## src/rtl/pcie_tl_switch_param_if.sv

```systemverilog
// Bundles the switch's configuration, data, flag and readback signals.
// The master side drives pushes, pops, thresholds and readback requests.
interface pcie_tl_switch_param_if #(
  parameter int unsigned NCH   = 4,
  parameter int unsigned DW    = 10,
  parameter int unsigned DEPTH = 8,
  parameter int unsigned CW    = 5
);
  localparam int unsigned AW = $clog2(DEPTH);
  localparam int unsigned LW = $clog2(NCH);

  logic              init;
  logic [AW:0]       umbral_alto;
  logic [AW:0]       umbral_bajo;
  logic [NCH*DW-1:0] data_in;
  logic [NCH-1:0]    push_in;
  logic [NCH-1:0]    almost_full_in;
  logic [NCH-1:0]    pop_out;
  logic [NCH*DW-1:0] data_out;
  logic [NCH-1:0]    empty_out;
  logic [NCH-1:0]    almost_empty_out;
  logic              req;
  logic [LW-1:0]     idx;
  logic [CW-1:0]     contador;
  logic              valid;
  logic [NCH-1:0]    overflow;
  logic [1:0]        state;

  modport master (
    output init, umbral_alto, umbral_bajo, data_in, push_in, pop_out, req, idx,
    input  almost_full_in, data_out, empty_out, almost_empty_out, contador, valid, overflow,
           state
  );

  modport slave (
    input  init, umbral_alto, umbral_bajo, data_in, push_in, pop_out, req, idx,
    output almost_full_in, data_out, empty_out, almost_empty_out, contador, valid, overflow,
           state
  );
endinterface

```

## src/rtl/pcie_tl_switch_param.sv

```systemverilog
// Transaction-layer switch: NCH input FIFOs, round-robin arbiter routing each head word to
// the output FIFO named by its top bits, and per-output delivered-word counters.
module pcie_tl_switch_param #(
  parameter int unsigned NCH   = 4,
  parameter int unsigned DW    = 10,
  parameter int unsigned DEPTH = 8,
  parameter int unsigned CW    = 5
) (
  input logic                 clk,
  input logic                 reset,
  pcie_tl_switch_param_if.slave bus
);
  localparam int unsigned AW = $clog2(DEPTH);
  localparam int unsigned LW = $clog2(NCH);
  localparam logic [AW:0] Full = (AW+1)'(DEPTH);

  typedef enum logic [1:0] {StReset = 2'd0, StInit = 2'd1, StIdle = 2'd2, StActive = 2'd3} state_e;

  state_e        state_q;
  logic [DW-1:0] in_mem_q  [NCH][DEPTH];
  logic [DW-1:0] out_mem_q [NCH][DEPTH];
  logic [AW:0]   in_wr_q [NCH];
  logic [AW:0]   in_rd_q [NCH];
  logic [AW:0]   out_wr_q [NCH];
  logic [AW:0]   out_rd_q [NCH];
  logic [AW:0]   alto_q, bajo_q;
  logic [LW-1:0] rr_q;
  logic [CW-1:0] cnt_q [NCH];
  logic [CW-1:0] contador_q;
  logic          valid_q;
  logic [NCH-1:0] ovf_q;

  logic [AW:0]       in_occ [NCH];
  logic [AW:0]       out_occ [NCH];
  logic [DW-1:0]     in_head [NCH];
  logic              en, any_ne;
  logic [NCH-1:0]    push_ok, push_drop, pop_ok, in_pop, out_push;
  logic [NCH-1:0]    af, ee, ae;
  logic [NCH*DW-1:0] dout;
  logic              gnt_vld;
  logic [LW-1:0]     gnt_idx, gnt_dst, cand, cand_dst;
  logic [DW-1:0]     gnt_word;

  always_comb begin
    en     = (state_q != StReset);
    any_ne = 1'b0;
    af     = '0;
    ee     = '0;
    ae     = '0;
    dout   = '0;
    for (int i = 0; i < NCH; i++) begin
      in_occ[i]  = in_wr_q[i] - in_rd_q[i];
      out_occ[i] = out_wr_q[i] - out_rd_q[i];
      in_head[i] = in_mem_q[i][in_rd_q[i][AW-1:0]];
      any_ne     = any_ne | (in_occ[i] != '0) | (out_occ[i] != '0);
      push_ok[i]   = en & bus.push_in[i] & (in_occ[i] != Full);
      push_drop[i] = en & bus.push_in[i] & (in_occ[i] == Full);
      pop_ok[i]    = en & bus.pop_out[i] & (out_occ[i] != '0);
      af[i] = (in_occ[i] >= alto_q);
      ee[i] = (out_occ[i] == '0);
      ae[i] = (out_occ[i] <= bajo_q);
      dout[i*DW +: DW] = out_mem_q[i][out_rd_q[i][AW-1:0]];
    end
  end

  // Round-robin scan from rr_q; a head is eligible only if its destination has headroom.
  always_comb begin
    gnt_vld  = 1'b0;
    gnt_idx  = '0;
    gnt_dst  = '0;
    gnt_word = '0;
    cand     = '0;
    cand_dst = '0;
    for (int k = 0; k < NCH; k++) begin
      cand     = rr_q + LW'(k);
      cand_dst = in_head[cand][DW-1 -: LW];
      if (state_q == StActive && !gnt_vld && in_occ[cand] != '0 &&
          out_occ[cand_dst] < alto_q && out_occ[cand_dst] != Full) begin
        gnt_vld  = 1'b1;
        gnt_idx  = cand;
        gnt_dst  = cand_dst;
        gnt_word = in_head[cand];
      end
    end
    for (int i = 0; i < NCH; i++) begin
      in_pop[i]   = gnt_vld && (gnt_idx == LW'(i));
      out_push[i] = gnt_vld && (gnt_dst == LW'(i));
    end
  end

  always_ff @(posedge clk or negedge reset) begin
    if (!reset) begin
      state_q    <= StReset;
      alto_q     <= Full - 1'b1;
      bajo_q     <= (AW+1)'(1);
      rr_q       <= '0;
      contador_q <= '0;
      valid_q    <= 1'b0;
      ovf_q      <= '0;
      for (int i = 0; i < NCH; i++) begin
        in_wr_q[i]  <= '0;
        in_rd_q[i]  <= '0;
        out_wr_q[i] <= '0;
        out_rd_q[i] <= '0;
        cnt_q[i]    <= '0;
      end
    end else begin
      for (int i = 0; i < NCH; i++) begin
        if (push_ok[i])   in_wr_q[i]  <= in_wr_q[i] + 1'b1;
        if (in_pop[i])    in_rd_q[i]  <= in_rd_q[i] + 1'b1;
        if (out_push[i])  out_wr_q[i] <= out_wr_q[i] + 1'b1;
        if (push_drop[i]) ovf_q[i]    <= 1'b1;
        if (pop_ok[i]) begin
          out_rd_q[i] <= out_rd_q[i] + 1'b1;
          cnt_q[i]    <= cnt_q[i] + 1'b1;
        end
      end
      if (gnt_vld) rr_q <= gnt_idx + 1'b1;
      valid_q <= bus.req;
      if (bus.req) contador_q <= cnt_q[bus.idx];
      unique case (state_q)
        StReset: state_q <= StInit;
        StInit: begin
          alto_q <= (bus.umbral_alto > Full) ? Full : bus.umbral_alto;
          bajo_q <= bus.umbral_bajo;
          if (!bus.init) state_q <= StIdle;
        end
        StIdle: begin
          if (bus.init)    state_q <= StInit;
          else if (any_ne) state_q <= StActive;
        end
        StActive: begin
          if (bus.init)     state_q <= StInit;
          else if (!any_ne) state_q <= StIdle;
        end
      endcase
    end
  end

  // Storage needs no reset: pointers alone define what is valid.
  always_ff @(posedge clk) begin
    for (int i = 0; i < NCH; i++) begin
      if (push_ok[i])  in_mem_q[i][in_wr_q[i][AW-1:0]]   <= bus.data_in[i*DW +: DW];
      if (out_push[i]) out_mem_q[i][out_wr_q[i][AW-1:0]] <= gnt_word;
    end
  end

  assign bus.almost_full_in   = af;
  assign bus.empty_out        = ee;
  assign bus.almost_empty_out = ae;
  assign bus.data_out         = dout;
  assign bus.contador         = contador_q;
  assign bus.valid            = valid_q;
  assign bus.overflow         = ovf_q;
  assign bus.state            = state_q;
endmodule

```

## src/flat_wrapper.sv

```systemverilog
// flat-port wrapper written by rule: the top's interface ports become plain ports
module pcie_tl_switch_param_flat 
#(
  parameter int unsigned NCH   = 4,
  parameter int unsigned DW    = 10,
  parameter int unsigned DEPTH = 8,
  parameter int unsigned CW    = 5
)
  (clk, reset, bus_init, bus_umbral_alto, bus_umbral_bajo, bus_data_in, bus_push_in, bus_pop_out, bus_req, bus_idx, bus_almost_full_in, bus_data_out, bus_empty_out, bus_almost_empty_out, bus_contador, bus_valid, bus_overflow, bus_state);
  pcie_tl_switch_param_if #(.NCH(NCH), .DW(DW), .DEPTH(DEPTH), .CW(CW)) bus_i ();
  input logic clk;
  input logic reset;
  input wire logic [$bits(bus_i.init)-1:0] bus_init;
  input wire logic [$bits(bus_i.umbral_alto)-1:0] bus_umbral_alto;
  input wire logic [$bits(bus_i.umbral_bajo)-1:0] bus_umbral_bajo;
  input wire logic [$bits(bus_i.data_in)-1:0] bus_data_in;
  input wire logic [$bits(bus_i.push_in)-1:0] bus_push_in;
  input wire logic [$bits(bus_i.pop_out)-1:0] bus_pop_out;
  input wire logic [$bits(bus_i.req)-1:0] bus_req;
  input wire logic [$bits(bus_i.idx)-1:0] bus_idx;
  output wire logic [$bits(bus_i.almost_full_in)-1:0] bus_almost_full_in;
  output wire logic [$bits(bus_i.data_out)-1:0] bus_data_out;
  output wire logic [$bits(bus_i.empty_out)-1:0] bus_empty_out;
  output wire logic [$bits(bus_i.almost_empty_out)-1:0] bus_almost_empty_out;
  output wire logic [$bits(bus_i.contador)-1:0] bus_contador;
  output wire logic [$bits(bus_i.valid)-1:0] bus_valid;
  output wire logic [$bits(bus_i.overflow)-1:0] bus_overflow;
  output wire logic [$bits(bus_i.state)-1:0] bus_state;
  assign bus_i.init = bus_init;
  assign bus_i.umbral_alto = bus_umbral_alto;
  assign bus_i.umbral_bajo = bus_umbral_bajo;
  assign bus_i.data_in = bus_data_in;
  assign bus_i.push_in = bus_push_in;
  assign bus_i.pop_out = bus_pop_out;
  assign bus_i.req = bus_req;
  assign bus_i.idx = bus_idx;
  assign bus_almost_full_in = bus_i.almost_full_in;
  assign bus_data_out = bus_i.data_out;
  assign bus_empty_out = bus_i.empty_out;
  assign bus_almost_empty_out = bus_i.almost_empty_out;
  assign bus_contador = bus_i.contador;
  assign bus_valid = bus_i.valid;
  assign bus_overflow = bus_i.overflow;
  assign bus_state = bus_i.state;
  pcie_tl_switch_param #(.NCH(NCH), .DW(DW), .DEPTH(DEPTH), .CW(CW)) u_core (.clk(clk), .reset(reset), .bus(bus_i));
endmodule
```

## config.mk

```make
export PLATFORM = sky130hd
export DESIGN_NAME = pcie_tl_switch_param_flat
export DESIGN_NICKNAME = d
export VERILOG_FILES = /design/src/rtl/pcie_tl_switch_param_if.sv /design/src/rtl/pcie_tl_switch_param.sv /design/src/flat_wrapper.sv
export SDC_FILE = /design/constraint.sdc
export NUM_CORES = 1
export LEC_CHECK = 0
export ABC_AREA = 1
export CORE_MARGIN = 10
export CORE_UTILIZATION = 47
export DETAILED_ROUTE_END_ITERATION = 16
export SLEW_MARGIN = 20
export SYNTH_ARGS = -nofsm -noshare
export SYNTH_HDL_FRONTEND = slang
export SYNTH_SLANG_ARGS = --single-unit
```

## constraint.sdc

```tcl
create_clock -name clk -period 5.6 [get_ports clk]
set_input_delay 0.56 -clock clk [delete_from_list [all_inputs] [get_ports clk]]
set_output_delay 0.56 -clock clk [all_outputs]
set_load 0.01 [all_outputs]
```

==> results.json, run 1 <==
{
  "multi_input_area_um2": 11000,
  "cpPeakStageDelay_ns": 0.68,
  "routed_wl_um": 91300,
  "busiest_layer": "met2",
  "die-area_um2": 84300,
  "tns_ns": 0,
  "clock_latency_ns": 0.62,
  "critPathRequiredTime_ns": 5.84,
  "initialDrtViolationCount": 2308,
  "yosys_register_bits": 746,
  "hold_start": "u_core.bus.overflow[1]",
  "rows": 99,
  "synth_edf_count": 640,
  "overflow": 0,
  "grt_pass1_wl_um": 141000,
  "max_slew.worst_pin.slew_ns": 1.07,
  "cts_made_buffers": 80,
  "yosysTopAreaCell": "edfxtp_1",
  "synth_ff_type": "edfxtp_1",
  "rsz0062_at_grt": "false",
  "timing.rr.end": "u_core.out_mem_q[1][7]",
  "hp-class": "flop to flop",
  "crit_path_start_kind": "flop",
  "via_count": 24200,
  "grt_use_met3_pct": 3.01,
  "ctsRootBufferMaster": "clkbuf_16",
  "ant_nets": 0,
  "cts_tree": "yes",
  "die_w_um": 290,
  "core-area_um2": 72700,
  "reg2reg_depth": 22,
  "fill_cells": 6196,
  "gr-usage-all-layers_pct": 21.0,
  "cts.sinks": 746,
  "crit_type": "flop to flop",
  "max_slew_margin_pct": 28.5,
  "drc": 0,
  "hold_depth": 1,
  "syn_inst": 3187,
  "cap_violations": 0,
  "ys_seq_area_share_pct": 63.7,
  "synth_area_um2": 34300,
  "wire_per_inst_um": 20.9,
  "syn_to_final_growth_pct": 14.8,
  "crit_path_end_kind": "flop",
  "path_common_cell": "nand3_1",
  "fin_crit_sh_pct": 90.0,
  "period_minus_slack_ns": 5.04,
  "status": "completed",
  "gp_congestion": 0.911,
  "finalClockSkew_ns": 0.0206,
  "slowest_stage": "nor2_1",
  "grt_pass1_vias": 23600,
  "crit_buf_inv": 3,
  "syn-mean-instance-area_um2": 10.8,
  "synth_commonest_cells": "edfxtp_1, nor2_1, nand2_1",
  "clockBufferDepth": 3,
  "hold_viol_final": 0,
  "min_to": "u_core.bus.overflow[1]",
  "async_flop_share_pct": 14.2,
  "firstDrtPassIters": 5,
  "routed_via_density": 5.53,
  "cp_max_fo": 26,
  "yosysUniqueCellTypes": 54,
  "antenna_found_initial": 1,
  "cp_data_arrival_time_ns": 5.28,
  "drive_above_1_share_pct": 9.25,
  "ys_warn_count": 0,
  "seq_area_um2": 21900,
  "io_pins": 126,
  "synth_top_area_share_pct": 56.0,
  "r2r_start": "u_core.in_rd_q[8]",
  "netlist_top_cells_area": "edfxtp_1, dfrtp_1, nor2_1",
  "hpwl_um": 60200,
  "slew_violations": 0,
  "port_buffers": 125,
  "fmax_mhz": 198,
  "grtUsageMet1_pct": 28.2,
  "grt_max_degree": 66,
  "met2_usage_pct": 34.9,
  "initial_utilization_pct": 47.2,
  "cts_max_level": 3,
  "r2r_slack_ns": 0.56,
  "die_y_um": 290,
  "finalSetupViolations": 0,
  "finalNetCount": 3514,
  "post_cts_buffers": 0,
  "path_clk_slew_ns": 0.06,
  "synth_most_common_cell": "edfxtp_1",
  "cp_top_family": "simple AND/OR/NAND/NOR gates",
  "cp_cell_sequence": "inv_2 -> buf_4 -> nand2_1 -> nand3_1 -> nand3_1 -> nand3_1 -> nand3_1 -> nand2_1 -> inv_1 -> nand3_1 -> nand2_1 -> ha_1 -> a211oi_1 -> nand3_1 -> o21bai_1 -> nor2_2 -> nand3_1 -> nand2_1 -> nand2_2 -> nor2_8 -> nand2_8 -> nor2_1",
  "num_antenna_cells": 0,
  "synth_nets": 3349
}
-- layer usage --
layer	routed length, µm	vias to the layer above
li1	-	11500
met1	39900	11800
met2	43900	742
met3	5350	145
met4	2230	0
met5	0	-
-- metrics by stage --
| stage | util, % | worst slack [ns] | area (µm²) | hold WS (ns) | std cells |
|---|---|---|---|---|---|
| finish | 54.2 | 0.562 | 39400 | 0.458 | 4375 |
| global route | 54.2 | 0.140 | 39400 | 0.480 | 4375 |
| CTS | 54.2 | 0.591 | 39400 | 0.450 | 4375 |
| detailed placement | 50.8 | 0.560 | 36900 | 0.448 | 4228 |
| global placement | 50.8 | 0.746 | 36900 | 0.443 | 4228 |
| floorplan | - | 1.44 | 34300 | 0.264 | 3187 |
-- state kept, by name, summed over array words and instances, names as in the netlist, 2 cells and up --
| name | cells |
|---|---|
| u_core.bus.overflow | 4 |
| u_core.alto_q | 4 |
| u_core.in_rd_q | 16 |
| u_core.bus.state | 2 |
| u_core.in_wr_q | 16 |
| u_core.rr_q | 2 |
| u_core.out_mem_q | 320 |
| u_core.bus.contador | 5 |
| u_core.out_wr_q | 16 |
| u_core.bajo_q | 4 |
| u_core.cnt_q | 20 |
| u_core.out_rd_q | 16 |
| u_core.in_mem_q | 320 |
-- area by class of cell --
cell class | count | share of cell area, %
inverter | 212 | 2.03
multi-input combinational | 2084 | 28.0
timing repair buffer | 228 | 5.17
sequential | 746 | 55.5
clock inverter | 32 | 0.555
clock buffer | 114 | 5.72
tap | 959 | 3.04
-- worst max path at each step --
stage | startpoint | to | cells past startpoint
after floorplan | u_core.out_rd_q[1] | u_core.out_mem_q[0][20] | 21
after global routing | u_core.in_rd_q[8] | u_core.out_mem_q[1][7] | 22
after global placement | u_core.in_rd_q[8] | u_core.out_mem_q[1][5] | 22
after CTS | u_core.in_rd_q[8] | u_core.out_mem_q[1][2] | 22
final | u_core.in_rd_q[8] | u_core.out_mem_q[1][7] | 22
after detailed placement | u_core.in_rd_q[8] | u_core.out_mem_q[1][1] | 22
-- cells by family after synthesis --
family	count (synthesis)	share of synthesized area [%]
muxes	3	0.0984
AOI/OAI and AO/OA	587	9.42
buffers and inverters	357	4.26
xor gates and xnor gates	81	2.09
DFF	746	63.7
and+or+nand+nor	1313	16.6
adders and majority gates	100	3.82
-- cells in the final DEF, fill, tap and decap left out, types with 22 or more instances in the layout --
master,count
a21oi_1,31
a31oi_1,45
buf_4,102
clkbuf_1,25
clkbuf_16,83
clkdlybuf4s50_1,124
dfrtp_1,101
edfxtp_1,640
ha_1,92
inv_1,191
nand2_1,458
nand3_1,183
nand4_1,22
nor2_1,552
o21ai_0,363
o22ai_1,104
xnor2_1,26
xor2_1,54
-- what timing repair did --
item                                   CTS  global route
setup endpoints to repair                0             0
hold buffers                             1             0
endpoints found under the hold margin   14             0
gates resized for setup                  0             0
Power of run 1 is not shown: default switching activity piles up to over one toggle a cycle in this logic, so the estimate is an artifact.
==> run 2: changes to the inputs <==
==> constraint.sdc (replaced) <==
create_clock -name clk -period 4.9 [get_ports clk]
set_input_delay 0.49 -clock clk [delete_from_list [all_inputs] [get_ports clk]]
set_output_delay 0.49 -clock clk [all_outputs]
set_load 0.01 [all_outputs]
==> run 2 against run 1 <==
Net effect: largest cell class unchanged; routed wire length shrank 1.9%; hold slack lost 0.46 ns; register-to-register slack lost 0.14 ns; design area grew 0.78%; critical path depth grew 4; non-clock buffer count grew 26; setup slack lost 0.14 ns; utilization grew 0.42 points.
==> results.json, run 2 (same netlist as run 1, synthesis figures left out) <==
{
  "grt_max_degree": 62,
  "cp_data_arrival_time_ns": 4.80,
  "finalNetCount": 3539,
  "crit_buf_inv": 6,
  "cp_top_family": "simple AND/OR/NAND/NOR gates",
  "finalSetupViolations": 0,
  "gp_congestion": 0.879,
  "drive_above_1_share_pct": 10.2,
  "die-area_um2": 84300,
  "cts_made_buffers": 79,
  "max_slew_margin_pct": 23.0,
  "grtUsageMet1_pct": 27.3,
  "path_common_cell": "nand3_1",
  "hpwl_um": 59700,
  "ctsRootBufferMaster": "clkbuf_16",
  "fmax_mhz": 223,
  "path_depth": 26,
  "busiest_layer": "met2",
  "cts_tree": "yes",
  "tns_ns": 0,
  "period_minus_slack_ns": 4.48,
  "routed_wl_um": 89600,
  "cp_max_fo": 19,
  "num_antenna_cells": 0,
  "grt_pass1_wl_um": 139000,
  "gr-usage-all-layers_pct": 20.7,
  "cts.sinks": 746,
  "slowest_stage": "dfrtp_1",
  "ant_nets": 0,
  "layout.cells.non_filler": 4401,
  "initialDrtViolationCount": 1934,
  "layout_commonest_cell": "edfxtp_1",
  "antenna_found_initial": 0,
  "clockBufferDepth": 3,
  "slew_violations": 0,
  "max_slew.worst_pin.slew_ns": 1.14,
  "clock_latency_ns": 0.63,
  "core-area_um2": 72700,
  "critPathRequiredTime_ns": 5.22,
  "path_clk_slew_ns": 0.06,
  "met2_usage_pct": 34.5,
  "grt_pass1_vias": 23600,
  "cpPeakStageDelay_ns": 0.38,
  "hp-class": "input pin to asynchronous set/reset pin",
  "reg2reg_depth": 26,
  "status": "completed",
  "hold_ws_ns": 0.00207,
  "syn_to_final_growth_pct": 15.7,
  "via_count": 24100,
  "die_w_um": 290,
  "rsz0062_at_grt": "false",
  "finalClockSkew_ns": 0.0254,
  "crit_type": "flop to flop",
  "wire_per_inst_um": 20.3,
  "overflow": 0,
  "fin_crit_sh_pct": 91.4,
  "io_pins": 126,
  "drc": 0,
  "cts_max_level": 3,
  "die_y_um": 290,
  "crit_path_end_kind": "flop",
  "hold_viol_final": 0,
  "port_buffers": 125,
  "initial_utilization_pct": 47.2,
  "final_cell_mix": "edfxtp_1, nor2_1, nand2_1",
  "routed_via_density": 5.47,
  "firstDrtPassIters": 6,
  "ctsHoldBuffers": 0,
  "rows": 99,
  "crit_path_start_kind": "flop",
  "dp.cells": 4254,
  "grt_use_met3_pct": 3.15,
  "cap_violations": 0
}
-- run 2: cell count changes in the layout (fill, tap and decap cells not counted), sizes merged --
cell | before | now
buf | 103 | 130
clkbuf | 114 | 103
clkinv | 28 | 35
bufinv | 2 | 6
clkinvlp | 1 | 5
inv | 213 | 209
dlygate4sd3 | 1 | 0
-- run 2: worst paths after layout --
| check | from | to | slack (ns) |
|---|---|---|---|
| worst max-delay path | u_core.in_rd_q[8] | u_core.out_mem_q[2][42] | 0.42 |
| worst max register to register | u_core.in_rd_q[8] | u_core.out_mem_q[2][42] | 0.42 |
| worst min-delay path | reset | u_core.in_wr_q[13] | 0.002 |
| worst min register to register | u_core.bus.overflow[1] | u_core.bus.overflow[1] | 0.48 |
| min in group clk | bus_umbral_bajo[0] | u_core.bajo_q[0] | 0.41 |
| max in group asynchronous | reset | u_core.out_wr_q[13] | 3.67 |
-- run 2: metrics by stage --
stage	util [%]	setup slack (ns)	instance area (µm²)
2_1_floorplan	-	0.739	34300
3_3_place_gp	51.0	0.382	37100
3_5_place_dp	51.0	0.238	37100
4_1_cts	54.5	0.181	39700
5_1_grt	54.6	0.0107	39700
6_report	54.6	0.419	39700
-- run 2: cell type report --
cell class	instances	area, µm²
clock buffers	103	2130
clock inverters	43	433
fillers	6152	33000
inverters	212	816
multi-input cells	2084	11100
flip-flops and latches	746	21900
well taps	959	1200
repair buffers	254	2220
-- run 2: metal layers --
layer | part of all wire, % | routed length [µm] | vias to the layer above
li1 | - | - | 11500
met1 | 43 | 38600 | 11700
met2 | 49 | 43500 | 683
met3 | 5.4 | 4820 | 144
met4 | 3.0 | 2650 | 0
met5 | 0 | 0 | -
-- run 2: repair_timing --
| item | 4_1_cts | 5_1_grt |
|---|---|---|
| setup buffers | 0 | 1 |
| endpoints found under the setup margin | 0 | 558 |
| endpoints found under the hold margin | 0 | 0 |
| resized for setup | 0 | 21 |
Power of run 2 is left out for the same reason.
==> run 3: changes to the inputs <==
--- a/config.mk
+++ b/config.mk
@@ -7,8 +7,9 @@
 export LEC_CHECK = 0
 export ABC_AREA = 1
 export CORE_MARGIN = 10
-export CORE_UTILIZATION = 47
+export CORE_UTILIZATION = 61
 export DETAILED_ROUTE_END_ITERATION = 16
+export PLACE_DENSITY = 0.8
 export SLEW_MARGIN = 20
 export SYNTH_ARGS = -nofsm -noshare
 export SYNTH_HDL_FRONTEND = slang
==> run 3 against run 2 <==
Net effect: the flow now finishes with violations (hold timing); sequential cell count did not move; global-route usage increased by 5.5 points; first-iteration DRC count up 37%; sequential share of layout area is 0.45 points higher; setup slack worse by 0.084 ns; critical path type unchanged.
==> results.json, run 3 (same netlist as run 1, synthesis figures left out) <==
{
  "die-area_um2": 66200,
  "path_clk_slew_ns": 0.06,
  "cts.sinks": 746,
  "cap_violations": 0,
  "clock_latency_ns": 0.63,
  "num_antenna_cells": 0,
  "firstDrtPassIters": 6,
  "routed_wl_um": 87900,
  "port_buffers": 125,
  "layout_commonest_cell": "edfxtp_1",
  "rsz0062_at_grt": "true",
  "grt_pass1_vias": 24600,
  "finalSetupViolations": 0,
  "initial_utilization_pct": 62.0,
  "hold_ws_ns": -0.00421,
  "slew_violations": 0,
  "drive_above_1_share_pct": 9.75,
  "hold_viol_final": 4,
  "final_cell_mix": "edfxtp_1, nor2_1, nand2_1",
  "ant_nets": 0,
  "ctsRootBufferMaster": "clkbuf_16",
  "crit_type": "flop to flop",
  "max_slew_margin_pct": 27.2,
  "syn_to_final_growth_pct": 14.8,
  "violations": "hold timing",
  "fmax_mhz": 219,
  "critPathRequiredTime_ns": 5.16,
  "antenna_found_initial": 0,
  "fill_cells": 3730,
  "gp_congestion": 0.924,
  "routed_via_density": 5.96,
  "fin_crit_sh_pct": 93.2,
  "cts_max_level": 3,
  "io_pins": 126,
  "gr-usage-all-layers_pct": 26.3,
  "initialDrtViolationCount": 2647,
  "die_y_um": 257,
  "core-area_um2": 55400,
  "overflow": 0,
  "max_slew.worst_pin.slew_ns": 1.09,
  "ctsHoldBuffers": 0,
  "crit_path_end_kind": "flop",
  "grt_max_degree": 64,
  "finalClockSkew_ns": 0.0292,
  "die_w_um": 257,
  "finalNetCount": 3527,
  "period_minus_slack_ns": 4.56,
  "wire_per_inst_um": 21.1,
  "crit_path_start_kind": "flop",
  "cp_data_arrival_time_ns": 4.83,
  "cts_made_buffers": 76,
  "cp_max_fo": 13,
  "grt_pass1_wl_um": 137000,
  "drc": 0,
  "via_count": 24900,
  "rows": 86,
  "hpwl_um": 57600,
  "clockBufferDepth": 3,
  "cts_tree": "yes",
  "reg2reg_depth": 19,
  "hp-class": "input pin to asynchronous set/reset pin",
  "status": "finished, violations left"
}
-- run 3: changes by cell type in the layout (fill, tap and decap cells not counted), moves of 3 or more --
cell / before / now
buf_4: 128 / 119
inv_6: 3 / 6
clkinv_2: 19 / 12
inv_2: 12 / 15
bufinv_16: 6 / 11
-- run 3: metrics by stage --
step | setup TNS (ns) | area (µm²) | utilization [%] | worst slack [ns] | instances
after CTS | 0 | 39300 | 71.0 | 0.243 | 4174
after detailed placement | 0 | 36800 | 66.3 | 0.285 | 4035
after floorplan | 0 | 34300 | - | 0.739 | 3187
after global routing | -0.0862 | 39400 | 71.1 | -0.0315 | 4174
after global placement | 0 | 36800 | 66.3 | 0.428 | 4035
final | 0 | 39400 | 71.1 | 0.335 | 4174
-- run 3: area by class of cell --
| cell class | instances | area, µm² | area share, % |
|---|---|---|---|
| Sequential cell | 746 | 21900 | 55.5 |
| Multi-Input combinational cell | 2084 | 11000 | 28.0 |
| Timing Repair Buffer | 245 | 2160 | 5.47 |
| Clock buffer | 100 | 2080 | 5.29 |
| Tap cell | 748 | 936 | 2.38 |
| Inverter | 212 | 807 | 2.05 |
| Clock inverter | 39 | 500 | 1.27 |
-- run 3: layer usage --
layer / vias to the layer above / track usage (%) / part of all wire [%]
met5: - / 0 / 0
met4: 0 / 11.5 / 4.0
met3: 194 / 4.85 / 8.4
met2: 1205 / 43.3 / 48
met1: 12000 / 33.6 / 39
li1: 11500 / - / -
-- run 3: final timing paths --
check                                            start                       to  slack (ns)
worst max-delay path                u_core.in_rd_q[13]  u_core.out_mem_q[2][57]        0.34
worst min register to register  u_core.bus.overflow[2]   u_core.bus.overflow[2]        0.46
worst min-delay path                             reset        u_core.in_rd_q[0]      -0.004
max in group asynchronous                        reset      u_core.out_wr_q[15]        3.77
worst max register to register      u_core.in_rd_q[13]  u_core.out_mem_q[2][57]        0.34
min in group clk                u_core.bus.overflow[2]   u_core.bus.overflow[2]        0.46
-- run 3: timing repair --
action                                  4_1_cts  5_1_grt
resized for setup                             0       12
endpoints found under the setup margin        0      184
setup buffers                                 0        0
-- run 3: critical path, cell delays in order, from the launching register on --
cell and delay, ns:
dfrtp_1 0.38, inv_1 0.40, nand3_1 0.13, nand3_1 0.18, nand3_1 0.20, nand3_1 0.16
nand2_1 0.28, nand2_1 0.14, nand3_1 0.07, nand2_1 0.10, ha_1 0.24, a211oi_1 0.23
nand3_1 0.15, nor2_2 0.14, nand2_2 0.10, nand4_4 0.19, nor2_4 0.07, nor2_8 0.35
nand3_4 0.20, nor2_2 0.46
Power of run 3 is left out for the same reason.
